`config.mk`:
```
export PLATFORM = sky130hd
export DESIGN_NAME = uart_tx_dev
export DESIGN_NICKNAME = d
export VERILOG_FILES = /design/src/rtl/uart_tx_dev.sv
export SDC_FILE = /design/constraint.sdc
export NUM_CORES = 1
export LEC_CHECK = 0
export BUFFER_PORTS_ARGS = -buffer_cell sky130_fd_sc_hd__buf_2
export CAP_MARGIN = 20
export CORE_ASPECT_RATIO = 1.5
export CORE_MARGIN = 2
export CORE_UTILIZATION = 45
export DETAILED_ROUTE_END_ITERATION = 16
export GPL_TIMING_DRIVEN = 0
export PLACE_DENSITY_LB_ADDON = 0.1
export SLEW_MARGIN = 20
export SYNTH_ARGS = -nofsm -noshare
export SYNTH_HDL_FRONTEND = slang
export SYNTH_SLANG_ARGS = --single-unit
```
`constraint.sdc`:
```
create_clock -name clk_in -period 2.5 [get_ports clk_in]
set_input_delay 0.25 -clock clk_in [delete_from_list [all_inputs] [get_ports clk_in]]
set_output_delay 0.25 -clock clk_in [all_outputs]
set_load 0.01 [all_outputs]
```
`src/rtl/uart_tx_dev.sv`:
```
// Bus-mapped 8N1 UART transmitter with TX FIFO, divisor and drain irq.
// Define UART_TX_PARITY_EN to add the optional parity bit (CTRL[2:1]).
module uart_tx_dev #(
   parameter int          FIFO_DEPTH = 8,
   parameter logic [15:0] DIV_RESET  = 16'd15
) (
   input  logic        clk_in,
   input  logic        sys_rstn,
   input  logic [1:0]  addr,
   input  logic        we,
   input  logic        re,
   input  logic [31:0] wdata,
   output logic [31:0] rdata,
   output logic        uart_txd,
   output logic        irq
);

   localparam int AW = $clog2(FIFO_DEPTH);
   localparam logic [AW:0] FULL_CNT = (AW+1)'(FIFO_DEPTH);

   typedef enum logic [2:0] {
      S_IDLE,
      S_START,
      S_DATA,
`ifdef UART_TX_PARITY_EN
      S_PARITY,
`endif
      S_STOP
   } state_t;

   state_t state_q, state_d;

   logic [7:0]    mem [FIFO_DEPTH];
   logic [AW-1:0] wr_ptr, rd_ptr;
   logic [AW:0]   count;
   logic [3:0]    cnt4;
   logic          full, empty;
   logic          push_req, push, pop;
   logic          sts_wr, div_wr, ctl_wr;
   logic          ovf_q;

   logic [15:0]   div_reg, div_q;
   logic [15:0]   bcnt_q, bcnt_d;
   logic [2:0]    idx_q, idx_d;
   logic [7:0]    byte_q;
   logic          tick;
   logic          txd_d, txd_q, irq_q;
   logic          irq_en_q;
   logic          unused_bits;

`ifdef UART_TX_PARITY_EN
   logic par_on_r, odd_r;
   logic par_on_q, odd_q;
`endif

   assign push_req = we && (addr == 2'd0);
   assign sts_wr   = we && (addr == 2'd1);
   assign div_wr   = we && (addr == 2'd2);
   assign ctl_wr   = we && (addr == 2'd3);

   assign empty = (count == '0);
   assign full  = (count == FULL_CNT);
   assign pop   = (state_q == S_IDLE) && !empty;
   // a pop in the same cycle frees the slot for a push into a full FIFO
   assign push  = push_req && (!full || pop);
   assign cnt4  = 4'(count);
   assign tick  = (bcnt_q == div_q);

   assign uart_txd    = txd_q;
   assign irq         = irq_q;
   assign unused_bits = ^{re, wdata[31:16]};

   always_ff @(posedge clk_in) begin
      if (push) mem[wr_ptr] <= wdata[7:0];
   end

   always_ff @(posedge clk_in or negedge sys_rstn) begin
      if (!sys_rstn) begin
         wr_ptr <= '0;
         rd_ptr <= '0;
         count  <= '0;
         ovf_q  <= 1'b0;
      end else begin
         if (push) wr_ptr <= wr_ptr + 1'b1;
         if (pop)  rd_ptr <= rd_ptr + 1'b1;
         if (push && !pop)
            count <= count + 1'b1;
         else if (pop && !push)
            count <= count - 1'b1;
         if (push_req && !push)
            ovf_q <= 1'b1;
         else if (sts_wr && wdata[3])
            ovf_q <= 1'b0;
      end
   end

   always_ff @(posedge clk_in or negedge sys_rstn) begin
      if (!sys_rstn) begin
         div_reg  <= DIV_RESET;
         irq_en_q <= 1'b0;
`ifdef UART_TX_PARITY_EN
         par_on_r <= 1'b0;
         odd_r    <= 1'b0;
`endif
      end else begin
         if (div_wr) div_reg <= wdata[15:0];
         if (ctl_wr) begin
            irq_en_q <= wdata[0];
`ifdef UART_TX_PARITY_EN
            par_on_r <= wdata[1];
            odd_r    <= wdata[2];
`endif
         end
      end
   end

   always_ff @(posedge clk_in or negedge sys_rstn) begin
      if (!sys_rstn) begin
         state_q <= S_IDLE;
         bcnt_q  <= '0;
         idx_q   <= '0;
         byte_q  <= '0;
         div_q   <= '0;
         txd_q   <= 1'b1;
         irq_q   <= 1'b0;
`ifdef UART_TX_PARITY_EN
         par_on_q <= 1'b0;
         odd_q    <= 1'b0;
`endif
      end else begin
         state_q <= state_d;
         bcnt_q  <= bcnt_d;
         idx_q   <= idx_d;
         txd_q   <= txd_d;
         irq_q   <= irq_en_q && empty && (state_q == S_IDLE);
         // frame settings are frozen for the whole frame
         if (pop) begin
            byte_q <= mem[rd_ptr];
            div_q  <= div_reg;
`ifdef UART_TX_PARITY_EN
            par_on_q <= par_on_r;
            odd_q    <= odd_r;
`endif
         end
      end
   end

   always_comb begin
      state_d = state_q;
      bcnt_d  = bcnt_q + 16'd1;
      idx_d   = idx_q;
      txd_d   = 1'b1;
      unique case (state_q)
         S_IDLE: begin
            bcnt_d = '0;
            idx_d  = '0;
            if (!empty) state_d = S_START;
         end
         S_START: begin
            txd_d = 1'b0;
            if (tick) begin
               bcnt_d  = '0;
               state_d = S_DATA;
            end
         end
         S_DATA: begin
            txd_d = byte_q[idx_q];
            if (tick) begin
               bcnt_d = '0;
               idx_d  = idx_q + 3'd1;
               if (idx_q == 3'd7) begin
`ifdef UART_TX_PARITY_EN
                  state_d = par_on_q ? S_PARITY : S_STOP;
`else
                  state_d = S_STOP;
`endif
               end
            end
         end
`ifdef UART_TX_PARITY_EN
         S_PARITY: begin
            txd_d = (^byte_q) ^ odd_q;
            if (tick) begin
               bcnt_d  = '0;
               state_d = S_STOP;
            end
         end
`endif
         S_STOP: begin
            if (tick) begin
               bcnt_d  = '0;
               state_d = S_IDLE;
            end
         end
         default: begin
            bcnt_d  = '0;
            state_d = S_IDLE;
         end
      endcase
   end

   always_comb begin
      rdata = '0;
      unique case (addr)
         2'd1: rdata[7:0] = {cnt4, ovf_q, empty, full,
                             (state_q != S_IDLE)};
         2'd2: rdata[15:0] = div_reg;
         2'd3: begin
            rdata[0] = irq_en_q;
`ifdef UART_TX_PARITY_EN
            rdata[2:1] = {odd_r, par_on_r};
`endif
         end
         default: rdata = '0;
      endcase
   end

endmodule

```
==> flow_summary.yaml, run 1 <==
layout:
  fill_cells: 1139
  area_growth_syn_to_layout_pct: 20.3
  drive_gt1_share_pct: 30.1
  finalInstanceArea_sq_um: 7540
  most-common-layout-cells: "81 x nand2_1, 67 x dfrtp_1, 64 x edfxtp_1"
  final_common_cell: "nand2_1"
  final_core_util_pct: 55.7
  largest_register_ffs: 64
  antennaDiodeCount: 0
  top_register: "mem"
  fin_nets: 616
logic_synthesis:
  ys_seq_area_share_pct: 60.7
  synth_edf_count: 64
  syn-cell-area_sq_um: 6270
  avgSynthCellArea_sq_um: 13.2
  synth_cell_types: 45
  synthTopCellsByArea: "edfxtp_1 31%, dfrtp_1 28%, mux4_2 6.5%"
  synth_flop_cell: "dfrtp_1"
  synth.ff_latch_count: 139
  async_reset_ff_share_pct: 54.0
  synth_top_area_share_pct: 30.7
  netlist_instances: 474
  ys_warn_count: 0
  yosys.area.top_type: "edfxtp_1"
sta:
  post-route-period-util_pct: 97.0
  hold_viol: 0
  finalCriticalPeriod_ns: 2.43
  clock.fmax_mhz: 412
  setup_violations: 0
  tightest_slew_ns: 0.791
  timing.slew.headroom_pct: 47.1
  drv_slew: 0
  skew_ns: 0.00994
detailed_routing:
  met1Wirelength_mm: 4.90
  num_vias: 3797
  drc_errors: 0
  top_layer_used: "met4"
  route.detailed.wl_per_inst_um: 17.6
  viasPerCell: 5.17
  ant_nets: 0
  dr_wl_met3_um: 275
  met2_length_mm: 7.43
  first_pass_iters: 4
  wirelength_mm: 12.9
  drt-initial-drc-count: 94
global_routing:
  antenna_found_initial: 0
  grt_start_max_net_pins: 42
  grt_pass1_wl_mm: 20.4
  grt-ovfl-total: 0
  grt_pass1_vias: 3914
  track_usage_pct: 18.5
setup_path:
  critPathArrivalTime_ns: 2.72
  cp_cell_sequence: "buf_4, nor3_4, and3_4, or2_4, clkinv_4, ha_4, inv_2, ha_4, a21o_1, a21oi_2, xnor2_1, nor2_1, xor2_1"
  cp_slowest_cell: "dfrtp_2"
  slowest_delay_ns: 0.45
  criticalPathCategory: "reg -> reg"
  crit_required_ns: 2.80
  cpLargestDelayFamily: "simple AND/OR/NAND/NOR gates"
  reg2reg_setup_slack_ns: 0.07
  worst-path-buf-inv: 3
  path_max_fanout: 4
  cp-end-kind: "flop"
  crit_top_cell: "ha_4"
  cp-start-kind: "flop"
clock_tree:
  insertion_delay_ns: 0.42
  htreeDepth: 4
  clockRootBuffer: "clkbuf_16"
  tritoncts: "done"
  clock_sinks: 139
  path_clk_slew_ns: 0.06
  clockBufferDepth: 2
  tritoncts.num_buffers: 17
power:
  max-vdd-ir-drop_mv: 0.537
  leakage_nw: 3.21
  power_density_nw_per_um2: 1070
status:
  status: "finished clean"
place:
  gp_congestion: 0.797
  placed_cell_area_sq_um: 6820
  portBuffers: 38
  hpwl_mm: 9.34
die:
  rows: 52
  core_sq_um: 13500
  die-area_sq_um: 14900
  initial_core_util_pct: 46.3
  dieHeight_um: 149
  dieWidth_um: 100
  ios: 72
worst_hold_path:
  hold_class: "in -> reg"
flow_run:
  drv_cap: 0
area by class of cell:
cell class	instances	area (sq um)	area share, %
Sequential cell	139	3810	50.5
Multi-Input combinational cell	304	2390	31.7
Clock buffer	18	439	5.82
Timing Repair Buffer	53	320	4.25
Tap cell	162	203	2.69
Buffer	33	200	2.65
Clock inverter	14	135	1.79
Inverter	11	46.3	0.614
per-layer routing:
metal / vias to the layer above / GRT usage, %
met5: - / 0
met3: 22 / 3.34
met2: 61 / 34.3
met1: 1906 / 20.2
met4: 0 / 8.01
li1: 1808 / -
worst register-to-register path, cell delays in order, from the launching register on:
cell and delay, ns:
dfrtp_2 0.45, buf_4 0.16, nor3_4 0.18, and3_4 0.21, or2_4 0.14, clkinv_4 0.07, ha_4 0.16, inv_2 0.09
ha_4 0.20, a21o_1 0.16, a21oi_2 0.14, xnor2_1 0.13, nor2_1 0.08, xor2_1 0.16
report_power, final:
part | internal [W] | switching [W]
combinational | 0.00115 | 0.00124
clock | 0.00141 | 0.00100
sequential | 0.00285 | 0.000424
kinds of logic (layout without fill, tap and decap cells):
logic type	after synthesis	after routing	share of synthesized area [%]
buffers and inverters	46	129	3.81
AO/OA/AOI/OAI	25	25	2.78
other	1	16	0.0598
XOR/XNOR	39	39	5.45
flip-flops	139	139	60.7
multiplexers	47	47	11.5
AND/OR/NAND/NOR	158	158	11.8
adder cells (fa/ha/maj)	19	19	3.91
final timing paths:
| kind | start | endpoint | cells past startpoint |
|---|---|---|---|
| setup / recovery | cnt4[0] | cnt4[3] | 13 |
| hold / removal | wdata[8] | div_reg[8] | 2 |
| setup reg to reg | cnt4[0] | cnt4[3] | 13 |
| hold reg to reg | byte_q[2] | byte_q[2] | 2 |
| max in group asynchronous | sys_rstn | div_reg[1] | 3 |
| min in group asynchronous | sys_rstn | div_reg[11] | 2 |
metrics by stage:
step           setup slack [ns]  hold slack (ns)  TNS (ns)  total power [W]  cells
2_1_floorplan            0.0112          -0.0456         0          0.00486    489
3_3_place_gp             -0.504            0.465    -16.47          0.00542    689
3_5_place_dp             -0.453            0.274     -6.86          0.00551    690
4_1_cts                 0.00484           0.0550         0          0.00802    726
5_1_grt                -0.00111           0.0618  -0.00111          0.00855    734
6_report                 0.0745           0.0645         0          0.00808    734
cells in the mapped netlist (3+ instances only):
cell and instances:
a22oi_1 6, and2_1 8, and3_1 4, buf_1 3, buf_2 4, buf_4 16, clkbuf_1 11, dfrtp_1 70
dfstp_2 5, edfxtp_1 64, ha_1 18, inv_1 10, mux2_2 18, mux2i_1 10, mux4_2 18, nand2_1 81
nand2b_1 3, nand3_1 8, nand4_1 3, nor2_1 26, nor2b_1 7, nor3_1 6, nor4_1 3, nor4_2 4
o21ai_0 9, xnor2_1 15, xor2_1 24
what timing repair did:
item / in CTS / in global routing
gates cloned: 0 / 0
hold buffers: 1 / 0
endpoints found under the setup margin: 43 / 33
resized for setup: 5 / 9
pin swaps: 3 / 8
hold endpoints to repair: 38 / 0
buffers inserted: 5 / 8
(Power assumes the default switching activity.)
==> run 2, diff against run 1 <==
--- a/config.mk
+++ b/config.mk
@@ -11,7 +11,7 @@
 export CORE_MARGIN = 2
 export CORE_UTILIZATION = 45
 export DETAILED_ROUTE_END_ITERATION = 16
-export GPL_TIMING_DRIVEN = 0
+export MAX_ROUTING_LAYER = met4
 export PLACE_DENSITY_LB_ADDON = 0.1
 export SLEW_MARGIN = 20
 export SYNTH_ARGS = -nofsm -noshare
==> run 2 against run 1 <==
The flow now finishes with violations (negative hold slack); largest power group unchanged; first-iteration DRC count grew 54%; critical path depth grew 1; utilization shrank 1.1 points; fmax grew 3.2%; hold slack lost 0.093 ns; sequential power is essentially flat; highest routed layer unchanged; setup slack gained 0.076 ns; register-to-register slack gained 0.08 ns; die area is the same.
==> flow_summary.yaml, run 2 (same netlist as run 1, synthesis figures left out) <==
status:
  status: "complete, but fails checks"
  violations: "negative hold slack"
die:
  rows: 52
  initial_core_util_pct: 46.3
  core_sq_um: 13500
  ios: 72
  dieWidth_um: 100
  dieHeight_um: 149
  die-area_sq_um: 14900
layout:
  most-common-layout-cells: "81 x nand2_1, 70 x dfrtp_1, 64 x edfxtp_1"
  top_register: "mem"
  final_core_util_pct: 54.7
  largest_register_ffs: 64
  final_common_cell: "nand2_1"
  drive_gt1_share_pct: 27.9
  fill_cells: 1152
  area_growth_syn_to_layout_pct: 18.0
  fin_nets: 595
  antennaDiodeCount: 0
detailed_routing:
  viasPerCell: 5.22
  first_pass_iters: 4
  drt-initial-drc-count: 145
  wirelength_mm: 12.7
  drc_errors: 0
  ant_nets: 0
  num_vias: 3719
  route.detailed.wl_per_inst_um: 17.8
power:
  p_seq_share_pct: 40.5
  leakage_nw: 3.16
  max-vdd-ir-drop_mv: 0.534
  internal-power_w: 0.00554
  swShare_pct: 31.8
  p_sw_w: 0.00259
  power_frac_comb_pct: 27.5
  power_frac_clock_pct: 32.0
  power_density_nw_per_um2: 1100
clock_tree:
  clockRootBuffer: "clkbuf_16"
  clock_sinks: 139
  htreeDepth: 4
  path_clk_slew_ns: 0.06
  clockBufferDepth: 2
  insertion_delay_ns: 0.41
  tritoncts.num_buffers: 17
  tritoncts: "done"
setup_path:
  critPathArrivalTime_ns: 2.64
  path_max_fanout: 3
  cp-end-kind: "flop"
  crit_required_ns: 2.79
  criticalPathCategory: "reg -> reg"
  cp-start-kind: "flop"
flow_run:
  drv_cap: 0
sta:
  worst_slack_ns: 0.150
  setup_violations: 0
  clock.fmax_mhz: 426
  hold_ws_ns: -0.0285
  post-route-period-util_pct: 94.0
  rsz0062_at_grt: "no"
  drv_slew: 0
  finalCriticalPeriod_ns: 2.35
  final.setup.tns_ns: 0
  tightest_slew_ns: 0.937
  timing.slew.headroom_pct: 37.5
  skew_ns: 0.0113
  hold_viol: 19
global_routing:
  grt_pass1_vias: 3910
  track_usage_pct: 18.7
  grt_start_max_net_pins: 76
  grt-ovfl-total: 0
  antenna_found_initial: 0
  grt_pass1_wl_mm: 20.3
place:
  hpwl_mm: 9.16
  portBuffers: 38
  pre_cts_ws_ns: 0.00651
  gp_congestion: 0.825
worst_hold_path:
  hold_class: "in -> async"
-- run 2: cell types whose count changed in the layout (fill, tap and decap cells not counted), sizes merged --
cell / delta
buf: -10
bufinv: +2
clkbuf: -10
clkinvlp: -2
dlygate4sd3: -1
-- run 2: per-layer routing --
metal,vias to the layer above,global-route usage [%],share of wire [%]
met1,1897,19.9,39
met2,48,34.6,58
met4,0,6.37,1.6
met5,-,-,0
met3,16,2.96,1.8
li1,1758,-,-
-- run 2: timing repair --
item                                    in CTS  in global routing
hold endpoints to repair                     0                  0
hold buffers                                 0                  0
pin swaps                                    0                  6
cloned                                       0                  0
endpoints found under the setup margin       1                  1
buffers inserted                             0                  6
resized for setup                            1                  3
-- run 2: power groups by stage --
stage | combinational [W] | clock (W) | sequential [W]
finish | 0.00224 | 0.00260 | 0.00329
CTS | 0.00221 | 0.00265 | 0.00330
detailed placement | 0.00221 | 0 | 0.00334
global route | 0.00252 | 0.00274 | 0.00335
global placement | 0.00214 | 0 | 0.00332
floorplan | 0.00170 | 0 | 0.00316
-- run 2: path summary, 6_finish.rpt --
kind | from | end | slack [ns] | cells past startpoint
worst max-delay path | state_q[0] | cnt4[3] | 0.15 | 14
worst min-delay path | sys_rstn | div_q[9] | -0.03 | 1
worst max register to register | state_q[0] | cnt4[3] | 0.15 | 14
worst min register to register | byte_q[4] | byte_q[4] | 0.48 | 2
max in group asynchronous | sys_rstn | byte_q[4] | 1.90 | 1
min in group clk_in | wdata[8] | div_reg[8] | 0.07 | 2
-- run 2: critical path, stage by stage, from the launching register on --
cell	delay [ns]
dfrtp_1	0.39
inv_2	0.09
ha_4	0.15
inv_1	0.05
and3_4	0.16
or2_4	0.24
clkinv_4	0.06
ha_4	0.13
inv_2	0.05
ha_1	0.26
a21o_1	0.17
a21oi_2	0.14
xnor2_1	0.12
nor2_1	0.07
xor2_1	0.13
-- run 2: final cells by class --
cell class | instances | area, sq um | share of cell area, %
timing repair buffer | 65 | 395 | 5.35
clock buffer | 18 | 429 | 5.80
clock inverter | 14 | 185 | 2.50
inverter | 11 | 46.3 | 0.626
tap | 162 | 203 | 2.74
sequential | 139 | 3800 | 51.4
multi-input combinational | 304 | 2330 | 31.5
-- run 2: per-stage QoR --
step	power, W	hold slack [ns]	instances	cell area (sq um)
detailed placement	0.00555	0.468	675	6720
floorplan	0.00486	-0.0456	489	6380
global placement	0.00546	0.459	675	6720
global route	0.00861	0.0584	713	7400
CTS	0.00816	0.0265	707	7340
finish	0.00813	-0.0285	713	7400
